**src/rtl/mult_pkg.sv**
```systemverilog
// Shared types and default sizing for the shared-multiplier arbiter.
package mult_pkg;

   localparam int MULT_W    = 4;
   localparam int MULT_NREQ = 4;

   typedef enum logic [1:0] {
      IDLE = 2'd0,
      MUL  = 2'd1,
      RESP = 2'd2
   } state_t;

endpackage

```
**src/rtl/mult_arbiter_rr_pick.sv**
```systemverilog
// Round-robin picker: first set request at or above ptr, wrapping modulo NREQ.
// Purely combinational so other arbiters can reuse it.
module rr_pick #(
   parameter int NREQ = 4,
   localparam int IDW = $clog2(NREQ)
) (
   input  logic [NREQ-1:0] req,
   input  logic [IDW-1:0]  ptr,
   output logic [NREQ-1:0] gnt,
   output logic [IDW-1:0]  idx,
   output logic            any
);

   // Scan from the farthest slot back to ptr so the nearest hit is written last.
   always_comb begin
      idx = '0;
      any = 1'b0;
      for (int k = NREQ - 1; k >= 0; k--) begin
         if (req[(int'(ptr) + k) % NREQ]) begin
            idx = IDW'((int'(ptr) + k) % NREQ);
            any = 1'b1;
         end
      end
   end

   assign gnt = any ? (NREQ'(1) << idx) : '0;

endmodule

```
**src/rtl/mult_arbiter.sv**
```systemverilog
// Round-robin sequencer sharing one registered multiply stage among NREQ
// requesters. One operation in flight: IDLE (grant) -> MUL -> RESP.
module mult_arbiter
   import mult_pkg::*;
#(
   parameter int NREQ = MULT_NREQ,
   parameter int W    = MULT_W,
   localparam int IDW = $clog2(NREQ)
) (
   input  logic              clk,
   input  logic              rst_n,
   input  logic [NREQ-1:0]   req_valid,
   input  logic [NREQ*W-1:0] req_a,
   input  logic [NREQ*W-1:0] req_b,
   output logic [NREQ-1:0]   req_ready,
   output logic              rsp_valid,
   output logic [IDW-1:0]    rsp_id,
   output logic [2*W-1:0]    rsp_prod,
   input  logic              rsp_ready
);

   state_t          state, state_nx;
   logic [IDW-1:0]  rr_ptr;
   logic [W-1:0]    op_a, op_b;
   logic [IDW-1:0]  op_id;
   logic [NREQ-1:0] pick_gnt;
   logic [IDW-1:0]  pick_idx;
   logic            pick_any;
   logic            accept;

   rr_pick #(.NREQ(NREQ)) u_pick (
      .req (req_valid),
      .ptr (rr_ptr),
      .gnt (pick_gnt),
      .idx (pick_idx),
      .any (pick_any)
   );

   // Grant only while idle; held low during reset so no requester sees a
   // handshake the block is not going to honour.
   assign req_ready = (rst_n && state == IDLE) ? pick_gnt : '0;
   assign accept    = (state == IDLE) && pick_any;

   // Next-state: one cycle to multiply, then hold RESP until the consumer takes it.
   always_comb begin
      state_nx = state;
      case (state)
         IDLE:    if (pick_any) state_nx = MUL;
         MUL:     state_nx = RESP;
         RESP:    if (rsp_ready) state_nx = IDLE;
         default: state_nx = IDLE;
      endcase
   end

   // State register.
   always_ff @(posedge clk or negedge rst_n) begin
      if (!rst_n) state <= IDLE;
      else        state <= state_nx;
   end

   // Capture the winner's operands and advance the pointer past the winner.
   always_ff @(posedge clk or negedge rst_n) begin
      if (!rst_n) begin
         op_a   <= '0;
         op_b   <= '0;
         op_id  <= '0;
         rr_ptr <= '0;
      end else if (accept) begin
         op_a   <= req_a[pick_idx*W +: W];
         op_b   <= req_b[pick_idx*W +: W];
         op_id  <= pick_idx;
         rr_ptr <= (pick_idx == IDW'(NREQ - 1)) ? '0 : pick_idx + 1'b1;
      end
   end

   // Multiply register and response handshake; outputs stay put through RESP.
   always_ff @(posedge clk or negedge rst_n) begin
      if (!rst_n) begin
         rsp_valid <= 1'b0;
         rsp_id    <= '0;
         rsp_prod  <= '0;
      end else if (state == MUL) begin
         rsp_prod  <= {{W{1'b0}}, op_a} * {{W{1'b0}}, op_b};
         rsp_id    <= op_id;
         rsp_valid <= 1'b1;
      end else if (state == RESP && rsp_ready) begin
         rsp_valid <= 1'b0;
      end
   end

endmodule

```
**config.mk**
```make
export PLATFORM = sky130hd
export DESIGN_NAME = mult_arbiter
export DESIGN_NICKNAME = d
export VERILOG_FILES = /design/src/rtl/mult_pkg.sv /design/src/rtl/mult_arbiter_rr_pick.sv /design/src/rtl/mult_arbiter.sv
export SDC_FILE = /design/constraint.sdc
export NUM_CORES = 1
export LEC_CHECK = 0
export ABC_AREA = 0
export ABC_CLOCK_PERIOD_IN_PS = 7200
export CORE_MARGIN = 5
export CORE_UTILIZATION = 32
export DETAILED_ROUTE_END_ITERATION = 10
export GPL_TIMING_DRIVEN = 0
export PLACE_DENSITY = 0.63
export SLEW_MARGIN = 20
export SYNTH_ARGS = -nofsm -noshare
export SYNTH_HDL_FRONTEND = slang
export SYNTH_SLANG_ARGS = --single-unit
```
**constraint.sdc**
```tcl
create_clock -name clk -period 7.2 [get_ports clk]
set_input_delay 2.16 -clock clk [delete_from_list [all_inputs] [get_ports clk]]
set_output_delay 2.16 -clock clk [all_outputs]
set_load 0.1 [all_outputs]
```
After elaboration in Yosys (flattened, before gate mapping)
Cells that the tools add are included.
Widths: inputs -> output; s select.
- register bits after elaboration: 25
- output and inout port bits: 15
- add/sub/neg operators: 4
- multiply operators: 1
- $lt $le $gt $ge: 4
- equal/unequal tests: 5
- shift operators: 3
- mux-type cells: 27
- bitwise logic cells: 3
- reduce and logical (&&, ||, !) cells: 9
- operator list (operator ; number):
    $shiftx 16x5->4 ; 2
    $mux 2 ; 7
    $mux 1 ; 13
    $lt 3x4->1 const B ; 3
    $bmux 1 s2 ; 4
    $mul 4x4->8 ; 1
    $mux 4 ; 2
    $pmux 2 s3 ; 1
    $reduce_or 2->1 ; 3
    $add 2x1->2 const B ; 2
    $add 2x2->2 const B ; 2
    $eq 2x2->1 const B ; 2
    $ne 2x2->1 const B ; 2
    $shl 1x2->4 const A ; 1
    $and 1x1->1 const A ; 3
    $logic_and 1x1->1 ; 3
    $lt 2x3->1 const B ; 1
    $eq 2x1->1 const B ; 1
    $logic_not 2->1 ; 1
    $reduce_and 2->1 ; 1
    $reduce_bool 2->1 ; 1

Longest topological paths before layout
Gate-level depths: netlist of the first run.
- depth in word-level cells: 13
- depth in mapped cells: 11
- depth with buffers taken out: 11

By module
A second synthesis of the first run with hierarchy kept.
- cell total of the unflattened synthesis: 186
- area, all modules: 1779.2 µm²
- by module, submodules not included (module ; instances ; cells each ; area an instance (µm²) ; seq. area each (µm²)):
    mult_arbiter ; 1 ; 157 ; 1596.5 ; 625.6
    rr_pick ; 1 ; 29 ; 182.7 ; 0.0

Least setup slack after synthesis of the first run
No wires, ideal clock.
- path type: in2out
- start point: input port req_valid[1]
- end point: output port req_ready[0]
- data arrival time: 3.938 ns
- setup slack: 1.102 ns
- cell stages on the path: 7
- buffers on the path: 2
- cells stage by stage: nor2_1 -> and4b_1 -> buf_2 -> nor2_2 -> buf_6 -> ha_1 -> and3_1
- cells in the longest elaborated chain, start to end: 10
- elaborated cells on any way between the ends: 22
- classes of those cells: shift: 1; mux: 21
- RTL lines (element ; RTL line ; RTL):
    from (decl) ; mult_arbiter.sv:12 ; input logic [NREQ-1:0] req_valid,
    $bmux 1 s2 ; mult_arbiter_rr_pick.sv:19 ; if (req[(int'(ptr) + k) % NREQ]) begin
    $mux 1 (implied by the code) (2 in a row) ; mult_arbiter_rr_pick.sv:19 ;
    $mux 2 (4 in a row) ; mult_arbiter_rr_pick.sv:19 ;
    $shl 1x2->4 ; mult_arbiter_rr_pick.sv:26 ; assign gnt = any ? (NREQ'(1) << idx) : '0;
    $mux 4 * ; mult_arbiter_rr_pick.sv:26 ;
    $mux 4 * ; mult_arbiter.sv:41 ; assign req_ready = (rst_n && state == IDLE) ? pick_gnt : '0;
    to (decl) ; mult_arbiter.sv:15 ; output logic [NREQ-1:0] req_ready,
Every way passes the cells marked *; elsewhere a longest branch is shown, timed or not. The select of a mux whose other input is x is not followed.

Final worst setup path of the first run
- start point: input port req_valid[1]
- end point: output port req_ready[3]
- cells in the longest elaborated chain, start to end: 10
- elaborated cells on any way between the ends: 22
- classes of those cells: shift: 1; mux: 21
- RTL lines (element ; RTL line ; RTL):
    $bmux 1 s2 ; mult_arbiter_rr_pick.sv:19 ;
    $mux 1 (implied by the code) (2 in a row) ; mult_arbiter_rr_pick.sv:19 ;
    $mux 2 (3 in a row) ; mult_arbiter_rr_pick.sv:19 ;
    $mux 2 * ; mult_arbiter_rr_pick.sv:19 ;
    via pick_idx[0] ; mult_arbiter.sv:27 ; logic [IDW-1:0] pick_idx;
    $shl 1x2->4 * ; mult_arbiter_rr_pick.sv:26 ;
    $mux 4 * ; mult_arbiter_rr_pick.sv:26 ;
    $mux 4 * ; mult_arbiter.sv:41 ;
Mark *: on every way through the listed nets, which the timed path passes. The rest lies on a longest branch. The select of a mux whose other input is x is not followed.

==> results.yml, run 1 <==
status:
  outcome: "finished clean"
layout:
  n_antenna_cell: 0
  layout.nets: 304
  regArea_um2: 626
  area_growth_pct: 36.0
  final_cell_mix: "clkdlybuf4s50_1 (48), dfrtp_1 (25), nand2_1 (19)"
  multiInputGateArea_um2: 1110
  nFillCells: 525
  final_common_cell: "clkdlybuf4s50_1"
  drive_above_1_share_pct: 9.43
timing:
  setup_viol: 0
  fin_crit_sh_pct: 96.4
  grt_setup_unrepaired: "false"
  worstMarginPinSlew_ns: 0.973
  hold_violations: 0
  setup_tns_ns: 0
  fin_skew_ns: 0.00122
  min_period_ns: 6.94
  relSlewSlack_pct: 35.0
  fmaxAchievable_mhz: 144
  slew_viol_final: 0
  hold_ws_ns: 0.479
power_and_ir_drop:
  clkPwrFrac_pct: 8.5
  switching_share_pct: 51.7
  p_seq_share_pct: 25.8
  switchingPower_uw: 525
  p_leak_uw: 0.00118
  p_int_uw: 491
  ir_drop_v: 0.000172
  combPwrFrac_pct: 65.7
  p_per_area_nw_per_um2: 410
global_route:
  grt_first_pass_wirelength_um: 7220
  track_usage_pct: 12.2
  grt_max_degree: 30
  antenna_found_initial: 0
  grt_overflow_total: 0
  grt_pass1_vias: 1505
worst_setup_path:
  path_buf_inv: 4
  regToRegSetupSlack_ns: 4.39
  crit_fanout: 11
  cp_cell_sequence: "clkdlybuf4s50_1 > nor2_1 > nor4_4 > nor2_2 > buf_6 > inv_1 > ha_1 > and3_1 > dlygate4sd2_1"
  worst_setup_path_start_kind: "input pin"
  worstSetupPathType: "input pin to output pin"
  crit_slowest_cell: "dlygate4sd2_1"
  path_delay_family: "buffers and inverters"
  critPathRequiredTime_ns: 5.04
  endpoint_kind: "output pin"
  slowest_delay_ns: 0.85
  cp.arrival_ns: 4.78
route:
  dr.pass1.iters: 4
  avgRoutedWirePerCell_um: 12.7
  remaining_drc_errors: 0
  drt_iter0_markers: 97
  vias: 1494
  via_per_inst: 4.73
  wl_um: 4000
  drtAntennaViolNets: 0
place:
  dp_hpwl_um: 3260
  portBuffers: 53
  routabilityCongestion: 0.810
worst_hold_path:
  hold_path_class: "flop to flop"
cts:
  numClockSinks: 25
  cts.reportedPaths.clkPinSlew_ns: 0.09
  ctsRootBufferMaster: "clkbuf_8"
  htree_levels: 1
  cts_made_buffers: 3
  cts.path.max_buffers: 2
  clock_latency_ns: 0.27
  cts_tree: "yes"
floorplanning:
  core_area_um2: 5510
  dieArea_um2: 7300
  fp-row-count: 27
  start_util_pct: 33.1
  design.portCount: 54
  die_x_um: 85.5
  die_y_um: 85.5
synth:
  synthCells: 187
  synth_area_leaders: "dfrtp_1 (34%), ha_1 (11%), mux2_4 (4.9%)"
  synth_ff_type: "dfrtp_1"
  synthesis.nets: 246
  seq_area_frac_synth_pct: 34.3
  async_flop_share_pct: 100
  ys_types: 40
  syn_avg_cell_area_um2: 9.74
  synth_top_area_share_pct: 34.3
  netlist_area_um2: 1820
  ys_seq_elements: 25
  yosys_warnings: 0
  synth_edf_count: 0
  synth_area_leader_cell: "dfrtp_1"
run:
  cap_violations: 0
[cells by family (layout without fill, tap and decap cells)]
group,count (synthesis),after routing,synth area share (%)
AOI/OAI and AO/OA,44,44,15.5
xor gates and xnor gates,3,3,1.44
adders and majority gates,20,20,15.4
buffers and inverters,21,78,4.81
DFF,25,25,34.3
muxes,13,13,9.20
and+or+nand+nor,61,61,19.3
[Yosys cell counts, types with 2 or more instances]
master    number
ha_1          16
inv_1         14
nor3b_1        2
a21oi_1       13
nor2_1         2
mux2_2         5
dfrtp_1       25
xnor2_1        2
nand2b_1       4
and3_1         4
clkbuf_1       5
a221o_1        8
nand2_1       19
fa_1           4
mux2_4         6
o21bai_1       2
and2_1         9
nand3_1        9
a21o_1         3
o21ai_0       15
[worst paths after layout]
path | from | endpoint | cells after the start
setup / recovery | req_valid[1] | req_ready[3] | 9
hold / removal | op_id[1] | op_id[1] | 1
setup reg to reg | op_a[0] | rsp_prod[6] | 11
hold reg to reg | op_id[1] | op_id[1] | 1
max in group asynchronous | rst_n | op_a[1] | 1
min in group asynchronous | rst_n | state[1] | 1
[routing by layer]
layer / track usage, % / wire [µm]
met3: 2.91 / 280
met5: 0 / 0
met4: 3.02 / 55
met2: 18.8 / 1730
met1: 17.0 / 1940
[sequential cells by signal, indices dropped and copies added, names as in the netlist]
register   flops
rsp_prod       8
op_a           4
op_b           4
op_id          2
rr_ptr         2
rsp_id         2
state          2
rsp_valid      1
[metrics by stage]
stage | util, % | total power (µW) | setup WS [ns] | area (µm²) | cells
after floorplan | - | 777 | 1.10 | 1820 | 187
after global placement | 44.4 | 936 | -0.0144 | 2440 | 312
after detailed placement | 44.3 | 944 | -0.0305 | 2440 | 312
after CTS | 45.0 | 1030 | 0.253 | 2480 | 316
after global routing | 45.0 | 1120 | 0.0844 | 2480 | 316
final | 45.0 | 1020 | 0.257 | 2480 | 316
[final cells by class]
class	count	area share [%]
multi-input combinational	141	44.7
clock buffer	4	1.82
sequential	25	25.3
inverter	14	2.12
buffer	7	1.41
tap	72	3.64
timing repair buffer	53	21.0
[what timing repair did]
| item | in CTS | in global routing |
|---|---|---|
| gates resized for setup | 4 | 0 |
| setup buffers | 0 | 0 |
| hold buffers | 0 | 0 |
| endpoints found under the setup margin | 4 | 0 |
[power by group through the flow]
stage	combinational, µW	clock [µW]	sequential [µW]
after floorplan	364	0	413
after global placement	672	0	263
after detailed placement	677	0	266
after CTS	677	90.9	264
after global routing	747	94.5	277
final	667	86.5	262
No activity file was read; power rests on OpenSTA's default activity.
==> run 2: changes to the inputs <==
Settings changed: SKIP_CTS_REPAIR_TIMING from default to 1.
==> run 2 against run 1 <==
Sequential share of layout area decreased by 0.15 points; worst hold slack about the same; flip-flop and latch count unchanged; die area unchanged; combinational power increased by 0.6%; cell area increased by 0.61%; sequential power about the same; wire length increased by 0.72%; global-route usage unchanged; clock power about the same; first-iteration DRC count increased by 2.1%; register-to-register slack about the same.
==> results.yml, run 2 (synthesized netlist as in run 1, its figures left out) <==
status:
  outcome: "finished clean"
global_route:
  grt_pass1_vias: 1505
  grt_first_pass_wirelength_um: 7220
  track_usage_pct: 12.2
  grt_overflow_total: 0
  grt_max_degree: 30
  antenna_found_initial: 0
route:
  via_per_inst: 4.76
  remaining_drc_errors: 0
  wl_um: 4030
  vias: 1504
  dr.pass1.iters: 4
  drtAntennaViolNets: 0
  avgRoutedWirePerCell_um: 12.8
  drt_iter0_markers: 99
timing:
  setup_viol: 0
  fin_skew_ns: 0.00137
  worstMarginPinSlew_ns: 0.973
  fmaxAchievable_mhz: 146
  fin_crit_sh_pct: 94.9
  grt_setup_unrepaired: "false"
  relSlewSlack_pct: 35.0
  slew_viol_final: 0
  min_period_ns: 6.83
  hold_violations: 0
  hold_ws_ns: 0.479
  fin_ws_ns: 0.365
layout:
  drive_above_1_share_pct: 9.43
  final_cell_mix: "clkdlybuf4s50_1 (48), dfrtp_1 (25), nand2_1 (19)"
  largest_reg_flops: 8
  largest_register: "rsp_prod"
  final_common_cell: "clkdlybuf4s50_1"
  fin_util_pct: 45.3
  n_antenna_cell: 0
  area_growth_pct: 36.8
  top_regs: "rsp_prod (8), op_a (4), op_b (4)"
  fin_area_um2: 2490
  layout.nets: 304
worst_setup_path:
  worst_setup_path_start_kind: "input pin"
  crit_fanout: 11
  rr_endpoint: "rsp_prod[6]"
  r2r_cells: 11
  r2r-start: "op_a[0]"
  critPathRequiredTime_ns: 5.04
  endpoint_kind: "output pin"
  cp.arrival_ns: 4.67
  crit_path_start: "req_valid[1]"
  regToRegSetupSlack_ns: 4.39
  worstSetupPathType: "input pin to output pin"
place:
  portBuffers: 53
  dp_worst_setup_slack_ns: -0.0305
  dpl_cell_area_um2: 2440
  dp_hpwl_um: 3260
  routabilityCongestion: 0.810
cts:
  cts_tree: "yes"
  numClockSinks: 25
  ctsRootBufferMaster: "clkbuf_8"
  cts_made_buffers: 3
  clock_latency_ns: 0.27
  htree_levels: 1
  cts.path.max_buffers: 2
  cts.reportedPaths.clkPinSlew_ns: 0.09
power_and_ir_drop:
  p_leak_uw: 0.00123
  p_per_area_nw_per_um2: 409
  p_total_uw: 1020
  ir_drop_v: 0.000172
floorplanning:
  die_y_um: 85.5
  start_util_pct: 33.1
  fp-row-count: 27
  dieArea_um2: 7300
  design.portCount: 54
  die_x_um: 85.5
  core_area_um2: 5510
worst_hold_path:
  min_from: "op_id[1]"
  hold_path_depth: 1
  hold_path_class: "flop to flop"
  min_to: "op_id[1]"
run:
  cap_violations: 0
==> run 2: per-layer routing <==
layer  up-vias  GRT usage, %  share of wire, %
met2        48          18.8                43
li1        778             -                 -
met3         5          2.91               7.1
met4         0          3.02               1.4
met1       673          17.0                48
met5         -             0                 0
==> run 2: final cells by class <==
class / instances / area [µm²]
timing repair buffer: 53 / 536
fill: 521 / 3010
multi-input combinational: 141 / 1110
sequential: 25 / 626
clock buffer: 4 / 45.0
inverter: 14 / 52.6
tap: 72 / 90.1
buffer: 7 / 35.0
==> run 2: worst max-delay path by stage <==
stage | slack [ns] | endpoint
after floorplan | 1.10 | req_ready[0]
after global placement | -0.01 | req_ready[3]
after CTS | -0.03 | req_ready[3]
final | 0.37 | req_ready[3]
after global routing | 0.19 | req_ready[3]
after detailed placement | -0.03 | req_ready[3]
==> run 2: power breakdown <==
group	leakage (µW)	switching, µW	internal, µW
clock network	0.0000228	47.1	39.7
logic	0.000893	421	250
registers	0.000315	59.0	204
==> run 2: stage by stage <==
step	cells	setup TNS [ns]
after floorplan	187	0
after detailed placement	312	-0.0783
after CTS	316	-0.0716
final	316	0
after global routing	316	0
after global placement	312	-0.0408
==> run 2: worst max-delay path, stage by stage <==
cell,delay [ns]
clkdlybuf4s50_1,0.55
nor2_1,0.12
nor4_4,0.41
nor2_2,0.10
buf_6,0.18
inv_1,0.10
ha_1,0.17
and3_1,0.14
dlymetal6s2s_1,0.74
